$ cat config.mk
export PLATFORM = sky130hd
export DESIGN_NAME = spi_txn_arb
export DESIGN_NICKNAME = d
export VERILOG_FILES = /design/src/rtl/spi_txn_arb.sv
export SDC_FILE = /design/constraint.sdc
export NUM_CORES = 1
export LEC_CHECK = 0
export CAP_MARGIN = 15
export CORE_MARGIN = 2
export CORE_UTILIZATION = 38
export DETAILED_ROUTE_END_ITERATION = 7
export PLACE_DENSITY = 0.79
export SLEW_MARGIN = 20
export SYNTH_ARGS = -nofsm -noshare
export SYNTH_HDL_FRONTEND = slang
export SYNTH_SLANG_ARGS = --single-unit
$ cat constraint.sdc
create_clock -name clk_i -period 2.1 [get_ports clk_i]
set_clock_uncertainty 0.2 [all_clocks]
set_input_delay 0.42 -clock clk_i [delete_from_list [all_inputs] [get_ports clk_i]]
set_output_delay 0.42 -clock clk_i [all_outputs]
set_load 0.1 [all_outputs]
$ cat src/rtl/spi_txn_arb.sv
// Round-robin arbiter/sequencer sharing one 16-bit SPI master among NUM_REQ requesters.
// Optional transaction watchdog with DRAIN recovery: define SPI_TXN_ARB_TIMEOUT_EN.
module spi_txn_arb #(
  parameter int NUM_REQ = 3,
  parameter int TIMEOUT = 4096
) (
  input  logic                  clk_i,
  input  logic                  rst_i,
  input  logic [NUM_REQ-1:0]    req_i,
  input  logic [16*NUM_REQ-1:0] req_cmd_i,
  output logic [NUM_REQ-1:0]    gnt_o,
  output logic [NUM_REQ-1:0]    resp_vld_o,
  output logic [15:0]           resp_data_o,
  output logic                  resp_err_o,
  output logic                  wrt_o,
  output logic [15:0]           cmd_o,
  input  logic                  done_i,
  input  logic [15:0]           rd_data_i
);

  localparam int PW = (NUM_REQ > 1) ? $clog2(NUM_REQ) : 1;

  typedef enum logic [2:0] {
    S_IDLE   = 3'd0,
    S_LAUNCH = 3'd1,
    S_BUSY   = 3'd2,
    S_RESP   = 3'd3
`ifdef SPI_TXN_ARB_TIMEOUT_EN
    , S_DRAIN = 3'd4
`endif
  } state_e;

  state_e               state_q, state_d;
  logic [NUM_REQ-1:0]   gnt_q, gnt_d;
  logic [NUM_REQ-1:0]   resp_vld_q, resp_vld_d;
  logic [15:0]          resp_data_q, resp_data_d;
  logic                 wrt_q, wrt_d;
  logic [15:0]          cmd_q, cmd_d;
  logic [PW-1:0]        rr_q, rr_d;
  logic [PW-1:0]        sel_q, sel_d;

  logic                 hi_found_s, lo_found_s, any_req_s;
  logic [PW-1:0]        hi_idx_s, lo_idx_s, pick_s;
  logic [NUM_REQ-1:0]   pick_oh_s;
  logic [15:0]          cmd_sel_s;

`ifdef SPI_TXN_ARB_TIMEOUT_EN
  localparam logic [15:0] WD_FIRE = 16'(TIMEOUT - 2);
  logic [15:0]          wd_q, wd_d;
  logic                 resp_err_q, resp_err_d;
`endif

  // Requests above rr_q take precedence over those at or below it; lowest index wins within each half.
  always_comb begin
    hi_found_s = 1'b0;
    lo_found_s = 1'b0;
    hi_idx_s   = '0;
    lo_idx_s   = '0;
    cmd_sel_s  = 16'h0000;
    for (int i = NUM_REQ - 1; i >= 0; i--) begin
      hi_found_s = hi_found_s | (req_i[i] && (i > int'(rr_q)));
      hi_idx_s   = (req_i[i] && (i > int'(rr_q))) ? PW'(i) : hi_idx_s;
      lo_found_s = lo_found_s | (req_i[i] && (i <= int'(rr_q)));
      lo_idx_s   = (req_i[i] && (i <= int'(rr_q))) ? PW'(i) : lo_idx_s;
    end
    pick_s    = hi_found_s ? hi_idx_s : lo_idx_s;
    any_req_s = hi_found_s | lo_found_s;
    pick_oh_s = {{(NUM_REQ-1){1'b0}}, 1'b1} << pick_s;
    for (int i = 0; i < NUM_REQ; i++) begin
      cmd_sel_s = (PW'(i) == pick_s) ? req_cmd_i[16*i +: 16] : cmd_sel_s;
    end
  end

  always_comb begin
    state_d     = state_q;
    gnt_d       = gnt_q;
    resp_vld_d  = '0;
    resp_data_d = resp_data_q;
    wrt_d       = 1'b0;
    cmd_d       = cmd_q;
    rr_d        = rr_q;
    sel_d       = sel_q;
`ifdef SPI_TXN_ARB_TIMEOUT_EN
    wd_d        = wd_q;
    resp_err_d  = 1'b0;
`endif
    case (state_q)
      S_IDLE: begin
        if (any_req_s) begin
          sel_d   = pick_s;
          gnt_d   = pick_oh_s;
          cmd_d   = cmd_sel_s;
          wrt_d   = 1'b1;
          state_d = S_LAUNCH;
        end else begin
          state_d = S_IDLE;
        end
      end
      S_LAUNCH: begin
        state_d = S_BUSY;
`ifdef SPI_TXN_ARB_TIMEOUT_EN
        wd_d    = 16'h0000;
`endif
      end
      S_BUSY: begin
        if (done_i) begin
          resp_data_d = rd_data_i;
          resp_vld_d  = gnt_q;
          state_d     = S_RESP;
        end
`ifdef SPI_TXN_ARB_TIMEOUT_EN
        // Counter would reach TIMEOUT-1 on this edge: answer with an error instead.
        else if (wd_q == WD_FIRE) begin
          resp_data_d = 16'h0000;
          resp_err_d  = 1'b1;
          resp_vld_d  = gnt_q;
          rr_d        = sel_q;
          gnt_d       = '0;
          state_d     = S_DRAIN;
        end
`endif
        else begin
          state_d = S_BUSY;
`ifdef SPI_TXN_ARB_TIMEOUT_EN
          wd_d    = wd_q + 16'd1;
`endif
        end
      end
      S_RESP: begin
        rr_d    = sel_q;
        gnt_d   = '0;
        state_d = S_IDLE;
      end
`ifdef SPI_TXN_ARB_TIMEOUT_EN
      S_DRAIN: begin
        if (done_i) begin
          state_d = S_IDLE;
        end else begin
          state_d = S_DRAIN;
        end
      end
`endif
      default: begin
        gnt_d   = '0;
        state_d = S_IDLE;
      end
    endcase
  end

  always_ff @(posedge clk_i or posedge rst_i) begin
    if (rst_i) begin
      state_q     <= S_IDLE;
      gnt_q       <= '0;
      resp_vld_q  <= '0;
      resp_data_q <= 16'h0000;
      wrt_q       <= 1'b0;
      cmd_q       <= 16'h0000;
      rr_q        <= PW'(NUM_REQ - 1);
      sel_q       <= '0;
`ifdef SPI_TXN_ARB_TIMEOUT_EN
      wd_q        <= 16'h0000;
      resp_err_q  <= 1'b0;
`endif
    end else begin
      state_q     <= state_d;
      gnt_q       <= gnt_d;
      resp_vld_q  <= resp_vld_d;
      resp_data_q <= resp_data_d;
      wrt_q       <= wrt_d;
      cmd_q       <= cmd_d;
      rr_q        <= rr_d;
      sel_q       <= sel_d;
`ifdef SPI_TXN_ARB_TIMEOUT_EN
      wd_q        <= wd_d;
      resp_err_q  <= resp_err_d;
`endif
    end
  end

  assign gnt_o       = gnt_q;
  assign resp_vld_o  = resp_vld_q;
  assign resp_data_o = resp_data_q;
  assign wrt_o       = wrt_q;
  assign cmd_o       = cmd_q;
`ifdef SPI_TXN_ARB_TIMEOUT_EN
  assign resp_err_o  = resp_err_q;
`else
  assign resp_err_o  = 1'b0;
`endif

endmodule

==> impl_metrics.toml, run 1 <==
[yosys]
ys_types = 29
ys_seq_elements = 45
ys_seq_area_share_pct = 57.0
synth_edf_count = 0
syn_inst = 173
syn_area_per_cell_um2 = 11.4
syn-num-nets = 246
ys_warn_count = 0
syn_area_mm2 = 0.00198
ys_async_sr_fraction_pct = 100
synthFlopType = "dfrtp_1"

[place]
hpwlAfterDp_um = 4350
gp_congestion = 0.763
dp.cells = 359
portBuffers = 108

[critical_path]
critPathCaptureType = "flip-flop"
start_kind = "input pin"
worstSetupPathType = "input pin to flip-flop"
r2r_setup_slack_ps = 300
cp.arrival_ps = 1920
crit_fanout = 11
reg2regPathDepth = 5
required_ps = 2070
r2r_end = "cmd_o[11]"
r2r_start = "rr_q[1]"

[clock_network]
cts_tree = "done"
root_buffer = "clkbuf_8"
clockBufferDepth = 2
clock_latency_ps = 300
clk_pin_slew_worst_paths_ps = 90
numClockSinks = 45
hold_buffers = 0
post_cts_buffers = 0
cts-buffers-inserted = 5
cts_resized = 0
htree_levels = 2

[route]
routed_wl_um = 5500
wl_met1_um = 2010
dr.pass1.iters = 5
drtIter0Drc = 49
drc = 0
final_antenna_net_count = 0
highest_layer = "met4"
vias = 1864
routedWlPerCell_um = 15.0
viasPerCell = 5.08
dr_wl_met2_um = 3000
wl_met3_um = 425

[floorplanning]
coreArea_mm2 = 0.00507
die_w_um = 76.1
core.rowCount = 26
io_pins = 110
die_area_mm2 = 0.00580
die_height_um = 76.1
start_util_pct = 39.0

[finish]
final_cells = 367
final_common_cell = "clkdlybuf4s50_1"
final_cell_mix = "69 x clkdlybuf4s50_1, 44 x dfrtp_1, 40 x buf_12"
fill_cells = 359
fin_nets = 369
n_antenna_cell = 0
syn2layout_area_growth_pct = 90.8
drive_gt1_share_pct = 30.3

[timing]
rsz0062_at_grt = "no"
fmax_mhz = 513
setup_viol = 0
fin_crit_ps = 1950
hold_viol = 0
finalCritPeriodShare_pct = 92.8
drv_slew = 0

[status]
status = "finished clean"

[global_routing]
grt_usage_pct = 19.9
grt_pass1_vias = 1969
grt_pass1_wl_um = 9230
grt.overflow.total = 0
grt_max_degree = 27
grt_antenna_before_repair = 0

[hold_path]
hold_class = "input pin to async pin"

[run]
drv_cap = 0
[worst max-delay path: stages]
cell and delay (ps):
clkdlybuf4s50_1 580, nor3b_2 220, a31oi_2 60, buf_4 180, a221oi_1 340, o21ai_0 130
[cell families after synthesis]
kind of cell / Yosys count / share of synthesized area, %
compound gates: 61 / 20.3
fa+ha+maj: 3 / 1.90
buf+inv: 16 / 3.61
flops: 45 / 57.0
mux: 18 / 10.3
other cells: 1 / 0.190
simple gates: 29 / 6.77
[registers in the layout, indices dropped and copies added, names as in the netlist]
name / cells
state_q: 2
wrt_o: 1
rr_q: 2
sel_q: 2
resp_vld_o: 3
gnt_o: 3
resp_data_o: 16
cmd_o: 16
[area by class of cell]
cell class                      count  area (um^2)  share of cell area [%]
Multi-Input combinational cell    112          778                    20.6
Inverter                            6         22.5                   0.597
Tap cell                           70         87.6                    2.32
Sequential cell                    45         1130                    29.9
Clock buffer                        5         68.8                    1.82
Timing Repair Buffer              126         1620                    42.9
Clock inverter                      3         68.8                    1.82
[through the flow]
step	TNS (ps)	worst slack [ps]	utilization [%]	hold WS (ps)	cell area [um^2]
2_1_floorplan	0	378	-	244	1980
3_3_place_gp	-417	-33.0	71.6	259	3630
3_5_place_dp	-2290	-204	71.6	281	3630
4_1_cts	0	104	74.3	289	3770
5_1_grt	0	29.5	74.3	313	3770
6_report	0	150	74.3	289	3770
[layer usage]
layer  vias up  global-route usage (%)
met4         0                    5.64
met2        92                    37.2
li1        872                       -
met1       892                    21.9
met5         -                       0
met3         8                    5.45
[synth_stat cells, types with 2 or more instances]
library cell / number / area [um^2]
dfrtp_1: 44 / 1100
o21ai_0: 25 / 125
nand2_1: 20 / 75.1
mux2_2: 18 / 203
a221oi_1: 16 / 140
o21ai_1: 10 / 50.1
inv_1: 6 / 22.5
clkbuf_1: 5 / 18.8
and3_1: 3 / 18.8
buf_2: 3 / 15.0
ha_1: 3 / 37.5
a21oi_1: 2 / 10.0
buf_4: 2 / 15.0
[worst max-delay path by stage]
stage / depth (start not counted) / startpoint / slack [ps] / endpoint
finish: 6 / req_i[1] / 150 / cmd_o[11]
global route: 7 / req_i[0] / 30 / cmd_o[13]
CTS: 6 / req_i[1] / 100 / cmd_o[13]
detailed placement: 6 / req_i[1] / -200 / cmd_o[13]
global placement: 6 / req_i[0] / -30 / cmd_o[3]
floorplan: 5 / rr_q[1] / 380 / cmd_o[0]
Power of run 1 is not shown: default switching activity piles up to over one toggle a cycle in this logic, so the estimate is an artifact.
==> run 2: changes to the inputs <==
==> constraint.sdc (replaced) <==
create_clock -name clk_i -period 2.1 [get_ports clk_i]
set_clock_uncertainty 0.2 [all_clocks]
set_input_delay 0.42 -clock clk_i [delete_from_list [all_inputs] [get_ports clk_i]]
set_output_delay 0.42 -clock clk_i [all_outputs]
set_load 0.02 [all_outputs]
==> run 2 against run 1 <==
  * Core utilization shrank 7.8 points
  * Global-route usage decreased by 0.17 points
  * Via count rose by 0.70%
  * Critical path depth is 5 lower
  * Register-to-register slack better by 30 ps
  * Hold slack lost 100 ps
  * Critical endpoint is now gnt_o[2]
  * Wire length is 2.5% lower
  * Highest routed layer unchanged
  * Design area is 11% lower
  * First-iteration DRC count unchanged
  * Flip-flop and latch count is the same
==> impl_metrics.toml, run 2 (synthesis gave the netlist of run 1 again) <==
[finish]
fin_nets = 366
final_cells = 364
final_cell_mix = "108 x clkdlybuf4s50_1, 44 x dfrtp_1, 25 x o21ai_0"
final_area_mm2 = 0.00338
final_util_pct = 66.5
syn2layout_area_growth_pct = 70.8
drive_gt1_share_pct = 15.6
final_common_cell = "clkdlybuf4s50_1"
n_antenna_cell = 0

[floorplanning]
die_height_um = 76.1
die_area_mm2 = 0.00580
core.rowCount = 26
coreArea_mm2 = 0.00507
start_util_pct = 39.0
die_w_um = 76.1
io_pins = 110

[power]
p_switching_mw = 1.71
combPwrFrac_pct = 52.9
power_mw = 4.64
p_int_mw = 2.93
seqPwrFrac_pct = 32.4
cellPowerDensity_mw_per_mm2 = 1380
clkPwrFrac_pct = 14.7
vdd_drop_max_uv = 636
leakage_nw = 1.42
p_sw_share_pct = 36.8

[critical_path]
required_ps = 1480
slowest_stage = "clkdlybuf4s50_1"
start_kind = "flip-flop"
r2r_start = "rr_q[1]"
cp-startpoint = "gnt_o[2]"
critPathCaptureType = "output port"
worstPathCellList = "clkdlybuf4s50_1"
crit_buf_inv = 1
crit_fanout = 3
cp.arrival_ps = 1290
cp_top_family = "buffers and inverters"
worstSetupPathType = "flip-flop to output port"
critPathMaxStageDelay_ps = 610

[timing]
hold_viol = 0
finalSetupTns_ps = 0
fmax_mhz = 524
setup_viol = 0
setup_slack_ps = 192
fin_crit_ps = 1910
hold_ws_ps = 189
rsz0062_at_grt = "no"
drv_slew = 0
finalCritPeriodShare_pct = 90.9

[clock_network]
cts_tree = "done"
clk_pin_slew_worst_paths_ps = 90
clock_latency_ps = 300
root_buffer = "clkbuf_8"
cts_resized = 0
clockBufferDepth = 2
numClockSinks = 45
htree_levels = 2
post_cts_buffers = 0
hold_buffers = 0
cts-buffers-inserted = 5

[route]
routed_wl_um = 5370
routedWlPerCell_um = 14.7
drtIter0Drc = 49
dr.pass1.iters = 4
vias = 1877
drc = 0
viasPerCell = 5.16
final_antenna_net_count = 0

[place]
dp.cells = 356
portBuffers = 108
pre_cts_ws_ps = -92.0
hpwlAfterDp_um = 3990
gp_congestion = 0.770
place_area_mm2 = 0.00326

[global_routing]
grt_pass1_vias = 1971
grt.overflow.total = 0
grt_usage_pct = 19.7
grt_pass1_wl_um = 9180
grt_antenna_before_repair = 0
grt_max_degree = 34

[status]
status = "finished clean"

[hold_path]
hold_class = "input pin to async pin"

[run]
drv_cap = 0
[run 2: path summary, 6_finish.rpt]
check	endpoint	slack, ps	cells past startpoint
max reg2reg	cmd_o[4]	330	5
min in group clk_i	cmd_o[1]	290	2
min reg2reg	cmd_o[1]	290	2
max in group asynchronous	rr_q[1]	970	3
max	gnt_o[2]	190	1
min	cmd_o[11]	190	2
[run 2: cell type report]
class,instances,area [um^2]
Clock buffer,7,86.3
Clock inverter,1,30.0
Fill cell,436,1700
Inverter,6,22.5
Multi-Input combinational cell,112,778
Sequential cell,45,1130
Tap cell,70,87.6
Timing Repair Buffer,123,1240
[run 2: power by group through the flow]
stage	combinational, mW	clock (mW)	sequential (mW)
CTS	2.48	0.693	1.51
detailed placement	2.47	0	1.52
finish	2.46	0.681	1.50
global route	2.65	0.738	1.57
global placement	2.43	0	1.50
floorplan	0.861	0	1.93
[run 2: per-layer routing]
metal	up-vias	global-route usage (%)	routed length [um]
met5	-	0	0
met4	0	6.91	64
met3	6	7.11	427
met2	97	35.1	2820
met1	901	21.7	2050
li1	873	-	-
Power figures use the tool's default switching activity.
==> run 3: changes to the inputs <==
--- a/config.mk
+++ b/config.mk
@@ -7,9 +7,11 @@
 export LEC_CHECK = 0
 export CAP_MARGIN = 15
 export CORE_MARGIN = 2
-export CORE_UTILIZATION = 38
+export CORE_UTILIZATION = 64
+export CTS_BUF_LIST = sky130_fd_sc_hd__clkbuf_4
 export DETAILED_ROUTE_END_ITERATION = 7
-export PLACE_DENSITY = 0.79
+export DONT_BUFFER_PORTS = 1
+export PLACE_DENSITY = 0.8
 export SLEW_MARGIN = 20
 export SYNTH_ARGS = -nofsm -noshare
 export SYNTH_HDL_FRONTEND = slang
==> run 3 against run 2 <==
  * Clock power decreased by 24%
  * Register-to-register slack got worse by 130 ps
  * Count of clock-buffer cells in the layout is 2 lower
  * Critical endpoint is now cmd_o[11]
  * Wire length decreased by 19%
  * Global-route usage rose by 5.5 points
  * Flip-flop and latch count unchanged
  * Sequential share of layout area up 16 points
  * Sequential power rose by 34%
  * Hold slack got worse by 180 ps
==> impl_metrics.toml, run 3 (synthesis gave the netlist of run 1 again) <==
[global_routing]
grt_pass1_vias = 1362
grt_antenna_before_repair = 0
grt_max_degree = 32
grt_usage_pct = 25.2
grt_pass1_wl_um = 6490
grt.overflow.total = 0

[route]
routedWlPerCell_um = 19.1
dr.pass1.iters = 4
final_antenna_net_count = 0
drc = 0
routed_wl_um = 4330
drtIter0Drc = 78
vias = 1484
viasPerCell = 6.54

[floorplanning]
die_w_um = 59.6
io_pins = 110
die_height_um = 59.6
coreArea_mm2 = 0.00300
core.rowCount = 20
start_util_pct = 65.8
die_area_mm2 = 0.00355

[timing]
setup_slack_ps = 202
fmax_mhz = 527
drv_slew = 0
finalCritPeriodShare_pct = 90.4
hold_viol = 0
tightest_slew_ps = 605
setup_viol = 0
hold_ws_ps = 13.4
fin_crit_ps = 1900
finalSetupTns_ps = 0
maxSlewHeadroom_pct = 59.6
rsz0062_at_grt = "no"

[finish]
fin_nets = 266
drive_gt1_share_pct = 19.1
multi_input_area_um2 = 778
n_antenna_cell = 0
final_cell_mix = "44 x dfrtp_1, 25 x o21ai_0, 20 x nand2_1"
final_common_cell = "dfrtp_1"
fill_cells = 189
regArea_mm2 = 0.00113
syn2layout_area_growth_pct = 14.5
final_util_pct = 75.4

[power]
vdd_drop_max_uv = 930
power_mw = 3.61
leakage_nw = 0.993
cellPowerDensity_mw_per_mm2 = 1600

[critical_path]
required_ps = 2160
reg2regPathDepth = 6
cp-startpoint = "state_q[0]"
worstSetupPathType = "flip-flop to flip-flop"
r2r_start = "state_q[0]"
crit_fanout = 17
r2r_end = "cmd_o[11]"
r2r_setup_slack_ps = 200
start_kind = "flip-flop"
critPathCaptureType = "flip-flop"
endpoint = "cmd_o[11]"
cp.arrival_ps = 1950

[clock_network]
cts-buffers-inserted = 5
post_cts_buffers = 0
root_buffer = "clkbuf_4"
clk_pin_slew_worst_paths_ps = 120
htree_levels = 2
clockBufferDepth = 2
cts_resized = 0
cts_tree = "done"
hold_buffers = 12
numClockSinks = 45
clock_latency_ps = 360

[status]
status = "finished clean"

[place]
portBuffers = 0
hpwlAfterDp_um = 3020
pre_cts_ws_ps = 226
gp_congestion = 0.814

[hold_path]
hold_class = "input pin to flip-flop"

[run]
drv_cap = 0
[run 3: cell types whose count changed in the layout (fill, tap and decap cells not counted), sizes merged]
cell           before  now
clkdlybuf4s50     108    0
dlygate4sd3         0   17
buf                15    6
clkbuf              7    5
clkinv              0    1
clkinvlp            0    1
[run 3: worst max-delay path: stages, from the launching register on]
cell and delay, ps:
dfrtp_1 410, inv_1 80, ha_1 220, o31ai_2 130, inv_1 360, o21ai_0 150
o21ai_0 250
[run 3: worst min-delay path by stage]
| stage | cells past startpoint | endpoint | start |
|---|---|---|---|
| 6_report | 1 | resp_vld_o[0] | done_i |
| 5_1_grt | 1 | resp_vld_o[1] | done_i |
| 4_1_cts | 1 | resp_data_o[0] | rd_data_i[0] |
| 3_5_place_dp | 1 | resp_data_o[2] | rst_i |
| 3_3_place_gp | 1 | resp_data_o[4] | rst_i |
| 2_1_floorplan | 2 | sel_q[0] | sel_q[0] |
[run 3: area by class of cell]
| cell class | instances | share of cell area [%] |
|---|---|---|
| Tap cell | 33 | 1.82 |
| Timing Repair Buffer | 23 | 9.51 |
| Clock inverter | 3 | 1.82 |
| Multi-Input combinational cell | 112 | 34.4 |
| Inverter | 6 | 0.995 |
| Clock buffer | 5 | 1.66 |
| Sequential cell | 45 | 49.8 |
[run 3: per-stage QoR]
stage	cells	cell area, um^2
after floorplan	173	1980
after global placement	202	2010
after detailed placement	202	2010
after CTS	222	2210
after global routing	227	2260
final	227	2260
[run 3: report_power, final]
group | internal, mW | total (mW) | switching (mW) | leakage, nW
logic | 0.501 | 1.09 | 0.588 | 0.402
registers | 1.28 | 2.01 | 0.727 | 0.552
clock network | 0.246 | 0.519 | 0.272 | 0.0389
[run 3: metal layers]
layer	global-route usage (%)	up-vias	routed length, um
li1	-	673	-
met1	29.1	724	1560
met2	42.9	76	2350
met3	8.73	11	345
met4	10.2	0	80
met5	0	-	0
==> RTL edit (settings of run 3) <==
Add a define of `SPI_TXN_ARB_TIMEOUT_EN`.
--- a/src/rtl/spi_txn_arb.sv
+++ b/src/rtl/spi_txn_arb.sv
@@ -1,5 +1,7 @@
 // Round-robin arbiter/sequencer sharing one 16-bit SPI master among NUM_REQ requesters.
 // Optional transaction watchdog with DRAIN recovery: define SPI_TXN_ARB_TIMEOUT_EN.
+`define SPI_TXN_ARB_TIMEOUT_EN
+
 module spi_txn_arb #(
   parameter int NUM_REQ = 3,
   parameter int TIMEOUT = 4096
Function: no difference found for any inputs over 10 cycles, from zero or initial values and one cycle with rst_i high; that may be too few to reach the edited logic, so the function may still have changed.
==> RTL edit against run 3 <==
The run now ends with setup timing left. Via count increased by 79%. Synthesized area increased by 49%. Sequential cell count increased by 18. Critical endpoint is now rr_q[0]$_DFFE_PP0P_. Wire length increased by 100%. Highest routed layer unchanged. Synthesized cell count increased by 55%. Setup slack got worse by 560 ps. Total power increased by 31%. Cell area increased by 73%.
==> RTL edit: results (changes against run 3) <==
outcome=finished, violations left; failing checks=setup timing; pre-CTS WS=-302 ps (-528 ps); CP top delay family=simple AND/OR/NAND/NOR gates; 1st-iter DRT viols=234 (+200%); Netlist cell types=50 (+72%); largest net degree at the start of global routing=28 (-13%); Post-Layout Cell Count=409 (+80%); sequential fraction of the synthesis area=53.4% (-3.6 points); complex-gate fraction of the synthesized area=16.4% (-3.9 points); hold path start=req_cmd_i[25]; switching power=2040 uW (+28%); H-Tree Depth=3 (+1); XOR/XNOR share of the synthesized area=3.85% (+3.9 points); Setup WS post-layout=-359 ps (-561 ps); Peak VDD IR=0.813 mV (-13%); Final setup viols=39 (+39); CP max stage delay=470 ps (+60 ps); crit-path max FO=2 (-15); Placed Instance Area=3240 um2 (+61%); P_leak=0.00182 uW (+83%); Worst Hold Depth=2 (+1); reg-to-reg endpoint=rr_q[0]$_DFFE_PP0P_; clock share of power=15.0% (+0.6 points); max_slew headroom=67.9% (+8.3 points); CTS buffer count=9 (+4); dpl cells=340 (+68%); Post-synth top cells=dfrtp_1 (62), nor2_1 (26), o21ai_0 (23); post-synthesis adder-cell area fraction=0.847% (-1.1 points); Filler cells=191 (+1.1%); Vias=2660 (+79%); Hold Crit Endpoint=cmd_o[9]$_DFFE_PP0P_; first-pass GRT wire length=12900 um (+99%); routability cong.=0.811 (-0.37%); CP max stage cell=or4b_4; Worst R2R Start=wd_q[0]$_DFFE_PP0P_; Pre-Repair DR Iteration Count=5 (+1); Global Route Usage Sum=32.8% (+7.6 points); clk_lat worst skew=420 ps (+60 ps); Mapped Cells=269 (+55%)
RTL edit: changes by cell type in the layout (fill, tap and decap cells not counted), sizes merged, moves of 12 or more:
cell	before	now
o21ai	36	23
nand2	20	8
a22o	1	16
nor2	1	26
dfrtp	44	62
a221oi	16	0
a22oi	0	16
buf	6	45
dlygate4sd3	17	43
mux2	18	2
mux2i	0	15
RTL edit: final cells by class:
class / count / area share (%)
flip-flops and latches: 63 / 40.2
multi-input cells: 182 / 33.1
repair buffers: 88 / 21.3
clock buffers: 10 / 1.91
well taps: 52 / 1.66
clock inverters: 6 / 0.956
inverters: 8 / 0.860
RTL edit: worst reg2reg max path: stages (launching register included):
cell     delay (ps)
dfrtp_1         400
inv_1            60
ha_1            150
or4b_4          470
or4_4           470
nor2_4          110
o21a_1          140
mux2_2          340
RTL edit: repair_timing:
action | in CTS | in global routing
cloned | 2 | 1
gates resized for setup | 10 | 27
endpoints found under the setup margin | 42 | 51
endpoints found under the hold margin | 74 | 0
pin swaps | 0 | 10
setup buffers | 2 | 6
hold buffers | 43 | 0
RTL edit: cells by family after synthesis:
group           count (synthesis)
flops                          63
mux                            17
xor+xnor                       13
compound gates                 71
buf+inv                        24
fa+ha+maj                       2
simple gates                   79
RTL edit: layer usage:
layer / share of wire, % / track usage (%) / vias to the layer above / wire length (um)
met4: 4.1 / 16.8 / 0 / 363
met2: 53 / 57.9 / 192 / 4640
li1: - / - / 1152 / -
met5: 0 / 0 / - / 0
met1: 35 / 36.8 / 1272 / 3070
met3: 7.7 / 8.33 / 44 / 678
RTL edit: how the worst max path moves through the flow:
stage                   startpoint                          end  slack, ps  cells past startpoint
3_5_place_dp   wd_q[0]$_DFFE_PP0P_          rr_q[0]$_DFFE_PP0P_       -300                      7
2_1_floorplan  wd_q[0]$_DFFE_PP0P_          rr_q[0]$_DFFE_PP0P_       -290                      7
5_1_grt        wd_q[0]$_DFFE_PP0P_  resp_data_o[11]$_DFFE_PP0P_       -390                      9
3_3_place_gp   wd_q[0]$_DFFE_PP0P_          rr_q[0]$_DFFE_PP0P_       -240                      7
4_1_cts        wd_q[0]$_DFFE_PP0P_          rr_q[0]$_DFFE_PP0P_       -290                      7
6_report       wd_q[0]$_DFFE_PP0P_          rr_q[0]$_DFFE_PP0P_       -360                      7
RTL edit: metrics by stage:
step	setup TNS [ps]	total power [uW]	hold WS [ps]	util, %
floorplan	-3470	3300	244	-
global placement	-1740	3670	92.3	73.4
detailed placement	-3270	3740	96.4	73.4
CTS	-6260	4560	0.183	87.1
global route	-12160	4970	12.8	88.9
finish	-10090	4740	1.83	88.9
